`src/rtl/branch_pkg.sv`:
```
// rtl/branch_pkg.sv - shared types, CB encodings and counter-step helper for the branch update unit
package branch_pkg;

  localparam logic [1:0] CB_SNT = 2'b00;
  localparam logic [1:0] CB_WNT = 2'b01;
  localparam logic [1:0] CB_WT  = 2'b10;
  localparam logic [1:0] CB_ST  = 2'b11;

  typedef struct packed {
    logic [31:0] pc;
    logic [31:0] target;
    logic [1:0]  cb;
  } bq_entry_t;

  // Two-bit saturating counter step toward the actual outcome.
  function automatic logic [1:0] cb_step(input logic [1:0] cb, input logic taken);
    if (taken) begin
      return (cb == CB_ST) ? CB_ST : cb + 2'd1;
    end
    return (cb == CB_SNT) ? CB_SNT : cb - 2'd1;
  endfunction

endpackage

```
`src/rtl/update_fifo.sv`:
```
// rtl/update_fifo.sv - circular update queue with tail peek and in-place tail rewrite
module update_fifo
  import branch_pkg::*;
#(
  parameter int DEPTH = 4,
  localparam int AW = $clog2(DEPTH),
  localparam int CW = AW + 1
) (
  input  logic          clk_i,
  input  logic          rst_ni,
  input  logic          push_i,
  input  bq_entry_t     push_entry_i,
  input  logic          pop_i,
  input  logic          tail_wr_i,
  input  bq_entry_t     tail_entry_i,
  output bq_entry_t     head_o,
  output bq_entry_t     tail_o,
  output logic          empty_o,
  output logic          full_o,
  output logic [CW-1:0] count_o
);

  bq_entry_t         mem_q [DEPTH];
  logic [AW-1:0]     rd_ptr_q;
  logic [AW-1:0]     wr_ptr_q;
  logic [CW-1:0]     count_q;
  logic [AW-1:0]     tail_idx;

  assign tail_idx = wr_ptr_q - AW'(1);
  assign head_o   = mem_q[rd_ptr_q];
  assign tail_o   = mem_q[tail_idx];
  assign empty_o  = (count_q == '0);
  assign full_o   = (count_q == CW'(DEPTH));
  assign count_o  = count_q;

  // Storage, pointers and occupancy; a merge rewrites the newest entry without moving pointers.
  always_ff @(posedge clk_i or negedge rst_ni) begin
    if (!rst_ni) begin
      for (int i = 0; i < DEPTH; i++) begin
        mem_q[i] <= '0;
      end
      rd_ptr_q <= '0;
      wr_ptr_q <= '0;
      count_q  <= '0;
    end else begin
      if (push_i) begin
        mem_q[wr_ptr_q] <= push_entry_i;
        wr_ptr_q        <= wr_ptr_q + AW'(1);
      end
      if (tail_wr_i) begin
        mem_q[tail_idx] <= tail_entry_i;
      end
      if (pop_i) begin
        rd_ptr_q <= rd_ptr_q + AW'(1);
      end
      count_q <= count_q + CW'(push_i) - CW'(pop_i);
    end
  end

endmodule

```
`src/rtl/branch_update_unit.sv`:
```
// rtl/branch_update_unit.sv - resolves branches, flags mispredictions and queues prediction-cache writes
module branch_update_unit
  import branch_pkg::*;
#(
  parameter int DEPTH = 4,
  parameter int CNTW  = 16
) (
  input  logic            Clk,
  input  logic            Rst,
  input  logic            Res_Valid,
  output logic            Res_Ready,
  input  logic [31:0]     Res_PC,
  input  logic [31:0]     Res_Target,
  input  logic            Res_Taken,
  input  logic            Res_Hit,
  input  logic [1:0]      Res_CB,
  input  logic [31:0]     Res_PredPC,
  input  logic            Wr_Stall,
  output logic            WE,
  output logic [31:0]     WAddr,
  output logic [31:0]     Data,
  output logic [1:0]      Instr_new_CB,
  output logic            Flush,
  output logic [31:0]     Redirect_PC,
  output logic [CNTW-1:0] Stat_Branches,
  output logic [CNTW-1:0] Stat_Mispred
);

  localparam int CW = $clog2(DEPTH) + 1;

  bq_entry_t       head, tail, new_entry;
  logic            empty, full;
  logic [CW-1:0]   count;
  logic            pred_taken, mispredict, accept;
  logic            tail_match, tail_popping, merge_hit, need_write;
  logic            push, tail_wr;
  logic [1:0]      base_cb;
  logic            flush_q;
  logic [31:0]     redirect_q;
  logic [CNTW-1:0] stat_br_q, stat_mp_q;

  update_fifo #(.DEPTH(DEPTH)) u_fifo (
    .clk_i        (Clk),
    .rst_ni       (Rst),
    .push_i       (push),
    .push_entry_i (new_entry),
    .pop_i        (WE),
    .tail_wr_i    (tail_wr),
    .tail_entry_i (new_entry),
    .head_o       (head),
    .tail_o       (tail),
    .empty_o      (empty),
    .full_o       (full),
    .count_o      (count)
  );

  // Resolution decode, queue-merge decision and the new cache entry.
  always_comb begin
    pred_taken   = Res_Hit && Res_CB[1];
    mispredict   = (pred_taken != Res_Taken) ||
                   (pred_taken && Res_Taken && (Res_PredPC != Res_Target));
    WE           = !empty && !Wr_Stall;
    // The newest queued entry holds a CB the cache has not seen yet, so it is the true base.
    tail_match   = !empty && (tail.pc == Res_PC);
    tail_popping = WE && (count == CW'(1));
    merge_hit    = tail_match && !tail_popping;
    Res_Ready    = !full || merge_hit;
    accept       = Res_Valid && Res_Ready;
    need_write   = Res_Hit || Res_Taken;
    base_cb      = tail_match ? tail.cb : Res_CB;
    new_entry.pc     = Res_PC;
    new_entry.target = Res_Target;
    new_entry.cb     = (tail_match || Res_Hit) ? cb_step(base_cb, Res_Taken) : CB_WT;
    push         = accept && need_write && !merge_hit;
    tail_wr      = accept && need_write && merge_hit;
  end

  assign WAddr         = head.pc;
  assign Data          = head.target;
  assign Instr_new_CB  = head.cb;
  assign Flush         = flush_q;
  assign Redirect_PC   = redirect_q;
  assign Stat_Branches = stat_br_q;
  assign Stat_Mispred  = stat_mp_q;

  // One-cycle flush with redirect, plus saturating statistics.
  always_ff @(posedge Clk or negedge Rst) begin
    if (!Rst) begin
      flush_q    <= 1'b0;
      redirect_q <= '0;
      stat_br_q  <= '0;
      stat_mp_q  <= '0;
    end else begin
      flush_q <= accept && mispredict;
      if (accept && mispredict) begin
        redirect_q <= Res_Taken ? Res_Target : Res_PC + 32'd4;
        if (stat_mp_q != '1) stat_mp_q <= stat_mp_q + CNTW'(1);
      end
      if (accept && stat_br_q != '1) begin
        stat_br_q <= stat_br_q + CNTW'(1);
      end
    end
  end

endmodule
```
`config.mk`:
```
export PLATFORM = sky130hd
export DESIGN_NAME = branch_update_unit
export DESIGN_NICKNAME = d
export VERILOG_FILES = /design/src/rtl/branch_pkg.sv /design/src/rtl/update_fifo.sv /design/src/rtl/branch_update_unit.sv
export SDC_FILE = /design/constraint.sdc
export NUM_CORES = 1
export LEC_CHECK = 0
export ABC_AREA = 0
export BUFFER_PORTS_ARGS = -buffer_cell sky130_fd_sc_hd__buf_2
export CORE_ASPECT_RATIO = 1.4
export CORE_UTILIZATION = 52
export DETAILED_ROUTE_END_ITERATION = 12
export HOLD_SLACK_MARGIN = 0.08
export PLACE_DENSITY = 0.85
export SYNTH_ARGS = -nofsm -noshare
export SYNTH_HDL_FRONTEND = slang
export SYNTH_SLANG_ARGS = --single-unit
```
`constraint.sdc`:
```
create_clock -name Clk -period 7.1 [get_ports Clk]
set_input_delay 0.71 -clock Clk [delete_from_list [all_inputs] [get_ports Clk]]
set_output_delay 0.71 -clock Clk [all_outputs]
set_load 0.02 [all_outputs]
```
# [After elaboration in Yosys (flattened, before gate mapping)]
# Index checks and enable logic that the tools add are counted.
[word_totals] register_bits=336 in_bits=104
[classes] n_addsub=10 magnitude_cmp=5 eq_ne=8 n_mux=22 n_bitwise=3 reduce_logical=27
[op_table] op="bitwise mux 264 bit" n=2
[op_table] op="two-way mux 264 bit" n=2
[op_table] op="two-way mux 66 bit" n=6
[op_table] op="binary-select mux 66 bit (select 2 bit)" n=2
[op_table] op="demux 66 bit (select 2 bit)" n=2
[op_table] op="adder 16 x 1 -> 16 bit, second input constant" n=2
[op_table] op="adder 32 x 3 -> 32 bit, second input constant" n=1
[op_table] op="equality test 32 bit" n=1
[op_table] op="two-way mux 32 bit" n=1
[op_table] op="!= test 16 bit, second input constant" n=2
[op_table] op="!= test 32 bit" n=1
[op_table] op="logical AND 1 bit" n=15
[op_table] op="two-way mux 2 bit" n=6
[op_table] op=">= comparator 3 bit, second input constant" n=3
[op_table] op="inverter 2 -> 3 bit" n=3
[op_table] op="adder 2 x 1 -> 2 bit, second input constant" n=3
[op_table] op="< comparator 3 x 1 -> 1 bit, second input constant" n=2
[op_table] op="zero test 1 bit" n=5
[op_table] op="logical OR 1 bit" n=4
[op_table] op="subtractor 2 x 1 -> 2 bit, second input constant" n=2
[op_table] op="adder 3 x 1 -> 3 bit" n=1
[op_table] op="equality test 3 x 1 -> 1 bit, second input constant" n=1
[op_table] op="equality test 3 bit, second input constant" n=1
[op_table] op="zero test 3 bit" n=1
[op_table] op="6 further kinds" n=6

# [Logic depth before layout (Yosys ltp)]
[depth] depth_word=17 mapped_depth=19 mapped_depth_nobuf=13

# [Modules after synthesis]
# A second synthesis with hierarchy kept.
[unflattened] cells_unflattened=2201 area_unflattened_um2=23440.0
[modules_own_cells] mod="update_fifo" instances=1 cells_each=1726 area_each_um2=19030.8 seq_area_each_um2=6781.5
[modules_own_cells] mod="branch_update_unit" instances=1 cells_each=475 area_each_um2=4409.2 seq_area_each_um2=1626.6

# [Worst setup path after synthesis]
# No wires, ideal clock.
[synth_path] path_kind="flip-flop to output port" startpoint="register u_fifo.wr_ptr_q[0]" endpoint="output port Res_Ready" t_arrival_ps=3422 path_slack_ps=2968 stages_incl_launch_ff=18 n_path_buf=8 cell_sequence="dfrtp_1 -> buf_6 -> buf_12 -> inv_1 -> buf_2 -> ha_1 -> buf_4 -> buf_4 -> buf_4 -> mux4_2 -> xnor2_1 -> nand4_1 -> nor4b_2 -> and2_2 -> a21boi_1 -> inv_1 -> buf_4 -> buf_4"
[synth_via] elab_chain_cells=9
[synth_lines] item="start, declared" line="update_fifo.sv:25" source="logic [AW-1:0] wr_ptr_q;"
[synth_lines] item="start signal, assigned" line="update_fifo.sv:48" source="wr_ptr_q <= wr_ptr_q + AW'(1);"
[synth_lines] item="subtractor 2 x 1 -> 2 bit" line="update_fifo.sv:29" source="assign tail_idx = wr_ptr_q - AW'(1);"
[synth_lines] item="named net u_fifo.tail_idx[0]" line="update_fifo.sv:27" source="logic [AW-1:0] tail_idx;"
[synth_lines] item="inverter 2 -> 3 bit (implied by the code)" line="update_fifo.sv:31" source="assign tail_o = mem_q[tail_idx];"
[synth_lines] item="binary-select mux 66 bit (select 2 bit)" line="update_fifo.sv:31"
[synth_lines] item="two-way mux 66 bit (implied by the code) (2 in a row)" line="update_fifo.sv:31"
[synth_lines] item="equality test 32 bit" line="branch_update_unit.sv:64" source="tail_match = !empty && (tail.pc == Res_PC);"
[synth_lines] item="logical AND 1 bit" line="branch_update_unit.sv:64"
[synth_lines] item="logical AND 1 bit" line="branch_update_unit.sv:66" source="merge_hit = tail_match && !tail_popping;"
[synth_lines] item="logical OR 1 bit" line="branch_update_unit.sv:67" source="Res_Ready = !full || merge_hit;"
[synth_lines] item="end, declared" line="branch_update_unit.sv:11" source="output logic Res_Ready,"
# The timed path passes the listed nets, and every way through them passes these cells. The select of a mux whose other input is x is not followed.

# [Worst setup path after layout]
[layout_path] startpoint="register u_fifo.wr_ptr_q[0]" endpoint="output port Res_Ready"
[layout_via] elab_chain_cells=9
[layout_lines] item="subtractor 2 x 1 -> 2 bit" line="update_fifo.sv:29"
[layout_lines] item="inverter 2 -> 3 bit (implied by the code)" line="update_fifo.sv:31"
[layout_lines] item="binary-select mux 66 bit (select 2 bit)" line="update_fifo.sv:31"
[layout_lines] item="two-way mux 66 bit (implied by the code) (2 in a row)" line="update_fifo.sv:31"
[layout_lines] item="equality test 32 bit" line="branch_update_unit.sv:64"
[layout_lines] item="logical AND 1 bit" line="branch_update_unit.sv:64"
[layout_lines] item="logical AND 1 bit" line="branch_update_unit.sv:66"
[layout_lines] item="logical OR 1 bit" line="branch_update_unit.sv:67"
# No other way between the ends. The select of a mux whose other input is x is not followed.

==> flow_summary.yaml <==
power:
  pwr-share-clk_pct: 18.5
  p_seq_share_pct: 33.0
  p_sw_share_pct: 37.0
  switchingPower_mw: 3.97
  power.density_mw_per_mm2: 516
  p_int_mw: 6.75
  peakVddDrop_mv: 0.263
  power_leakage_nw: 9.09
  p_comb_share_pct: 48.5
setup_path:
  critPathTopFamily: "buffers and inverters"
  path_buf_inv: 5
  critPathRequiredTime_ps: 6390
  max_stage_delay_ps: 690
  arrival_ps: 4670
  cp_slowest_cell: "ha_2"
  reg2reg_slack_ps: 2200
  path_cells: "inv_1 > ha_2 > buf_4 > mux2i_1 > or2_2 > a41oi_1 > nor4_1 > and2_2 > a21boi_1 > inv_1 > buf_4 > buf_2"
  r2r_end: "u_fifo.mem_q[154]"
  critPathKind: "reg -> out"
  end_kind: "primary output"
  r2r_start: "u_fifo.wr_ptr_q[0]"
  crit_path_start_kind: "flop"
  critPathMaxFanout: 29
  reg2regPathDepth: 12
cells_and_area:
  nets: 1582
  drive_above_1_share_pct: 46.1
  area_growth_pct: 13.5
  fin_area_mm2: 0.0207
placement:
  place_ws_ps: 2340
  portBuffers: 236
  postPlaceCellArea_mm2: 0.0195
  dp_hpwl_mm: 32.0
  gp_congestion: 0.903
timing:
  rsz0062_at_grt: "false"
  fin_crit_ps: 5380
  clock_skew_ps: 12.2
  finalCritPeriodShare_pct: 75.7
  fmax_mhz: 186
  tightestPinTransition_ps: 1120
  setup_slack_ps: 1720
  setup_viol: 0
  hold_violations: 0
  timing.slew.headroom_pct: 25.0
  tns_ps: 0
  slew_viol_final: 0
clock_network:
  clock_tree.root_cell: "clkbuf_16"
  cts_buffers: 35
  clk-insertion-delay-late_ps: 530
  cts-resized-gates: 0
  path_clk_slew_ps: 60
  cts.path.max_buffers: 3
  cts.sinks: 336
  tritoncts: "done"
  cts.htree.levels: 2
  cts_hold_buffers: 0
  cts_setup_buffers: 0
yosys:
  synthesis.nets: 1384
  yosysSeqAreaShare_pct: 46.0
  synth_top_cell_by_area: "dfrtp_1"
  synthFlopType: "dfrtp_1"
  synthCells: 1269
  synth_common_cells: "dfrtp_1 (336), mux2_4 (160), mux2_2 (125)"
  async_reset_ff_share_pct: 100
  yosysMostFrequentCell: "dfrtp_1"
  synth_area_leaders: "dfrtp_1 (46%), mux2_4 (13%), mux4_2 (10%)"
  synth-edff-count: 0
  synth.top_cell.area_share_pct: 46.0
  avgSynthCellArea_um2: 14.4
  netlist_area_mm2: 0.0183
  synth_warnings: 0
  synth.distinct_cells: 57
  synth_seq_cells: 336
drt:
  firstDrtPassIters: 5
  wl_mm: 47.3
  antenna_left: 0
  vias_per_cell: 6.05
  vias: 11797
  drc: 0
  drtIter0Drc: 845
  routedWlPerCell_um: 24.3
global_route:
  gr-total-overflow: 0
  grt_max_degree: 155
  grt_pass1_vias: 12160
  antenna_found_initial: 10
  grt_use_total_pct: 26.5
  grt_pass1_wl_mm: 73.0
run_status:
  status: "complete, no violations"
floorplanning:
  boundaryPins: 237
  core_mm2: 0.0343
  rows: 80
  die_h_um: 224
  initial_utilization_pct: 53.2
  dieWidth_um: 160
  die-area_mm2: 0.0359
run:
  drv_cap: 0
hold_path:
  hold_path.class: "in -> async"
-- flip-flops by register name, summed over array words and instances, names as in the netlist --
| signal | flops |
|---|---|
| u_fifo.mem_q | 264 |
| Redirect_PC | 32 |
| Stat_Branches | 16 |
| Stat_Mispred | 16 |
| u_fifo.count_o | 3 |
| u_fifo.rd_ptr_q | 2 |
| u_fifo.wr_ptr_q | 2 |
| Flush | 1 |
-- routing by layer --
| layer | wire (um) | track usage, % |
|---|---|---|
| met1 | 19300 | 35.1 |
| met2 | 23500 | 43.2 |
| met3 | 2290 | 3.80 |
| met4 | 2160 | 12.5 |
| met5 | 41 | 0 |
-- cells by family (layout without fill, tap and decap cells) --
| kind of cell | after synthesis | in the layout | share of synthesized area [%] |
|---|---|---|---|
| muxes | 422 | 422 | 34.8 |
| DFF | 336 | 336 | 46.0 |
| and+or+nand+nor | 204 | 204 | 5.99 |
| xor gates and xnor gates | 116 | 116 | 5.56 |
| buffers and inverters | 109 | 331 | 4.34 |
| AOI/OAI and AO/OA | 69 | 69 | 2.38 |
| adders and majority gates | 13 | 13 | 0.904 |
| other | 0 | 7 | 0 |
-- per-stage QoR --
stage / instances / util [%] / hold WS, ps / power, mW
2_1_floorplan: 1269 / - / 414 / 7.30
4_1_cts: 1942 / 60.4 / 236 / 10.8
3_3_place_gp: 1881 / 56.8 / 465 / 8.53
5_1_grt: 1947 / 60.4 / 273 / 11.2
3_5_place_dp: 1881 / 56.8 / 469 / 8.72
6_report: 1949 / 60.4 / 203 / 10.7
-- worst register-to-register path: cells and delay by family, from the launching register on --
kind / cells / cell delay, ps
buffers and inverters: 3 / 1400
and+or+nand+nor: 4 / 1220
DFF: 1 / 380
adders and majority gates: 1 / 690
muxes: 2 / 800
AOI/OAI and AO/OA: 2 / 290
-- worst max-delay path by stage --
stage	end	slack (ps)	depth (start not counted)	start
CTS	Res_Ready	1800	12	u_fifo.wr_ptr_q[0]
detailed placement	u_fifo.mem_q[6]	2340	12	u_fifo.wr_ptr_q[0]
floorplan	Res_Ready	2970	17	u_fifo.wr_ptr_q[0]
global placement	u_fifo.mem_q[9]	2430	12	u_fifo.wr_ptr_q[0]
finish	Res_Ready	1720	12	u_fifo.wr_ptr_q[0]
global route	Res_Ready	1500	12	u_fifo.wr_ptr_q[0]
-- power groups by stage --
stage / combinational [mW] / sequential [mW] / clock (mW)
finish: 5.19 / 3.54 / 1.98
global route: 5.45 / 3.64 / 2.08
CTS: 5.22 / 3.52 / 2.01
detailed placement: 5.19 / 3.53 / 0
global placement: 5.07 / 3.46 / 0
floorplan: 3.92 / 3.38 / 0
-- cells in the final DEF (no fill, tap or decap), types with 15 or more instances in the layout --
cell       synthesis  final
dfrtp_1          336    334
buf_2             11    235
mux2_4           160    160
mux2_2           125    125
xnor2_1           92     92
mux4_2            81     81
nand2_1           51     51
nand4_1           41     41
clkbuf_16          0     37
o21ai_0           34     34
nand3_1           31     31
mux2_1            25     25
xor2_1            24     24
mux2i_1           23     23
and3_1            22     22
buf_4              9     20
nor2_1            15     15
-- final cells by class --
class	instances	area, um2
fill	2545	13600
multi-input combinational	824	9100
sequential	336	8410
timing repair buffer	257	1360
clock buffer	52	1060
tap	451	564
clock inverter	9	170
inverter	13	48.8
antenna	7	17.5
Note: power is estimated with default switching activity, not from simulation.
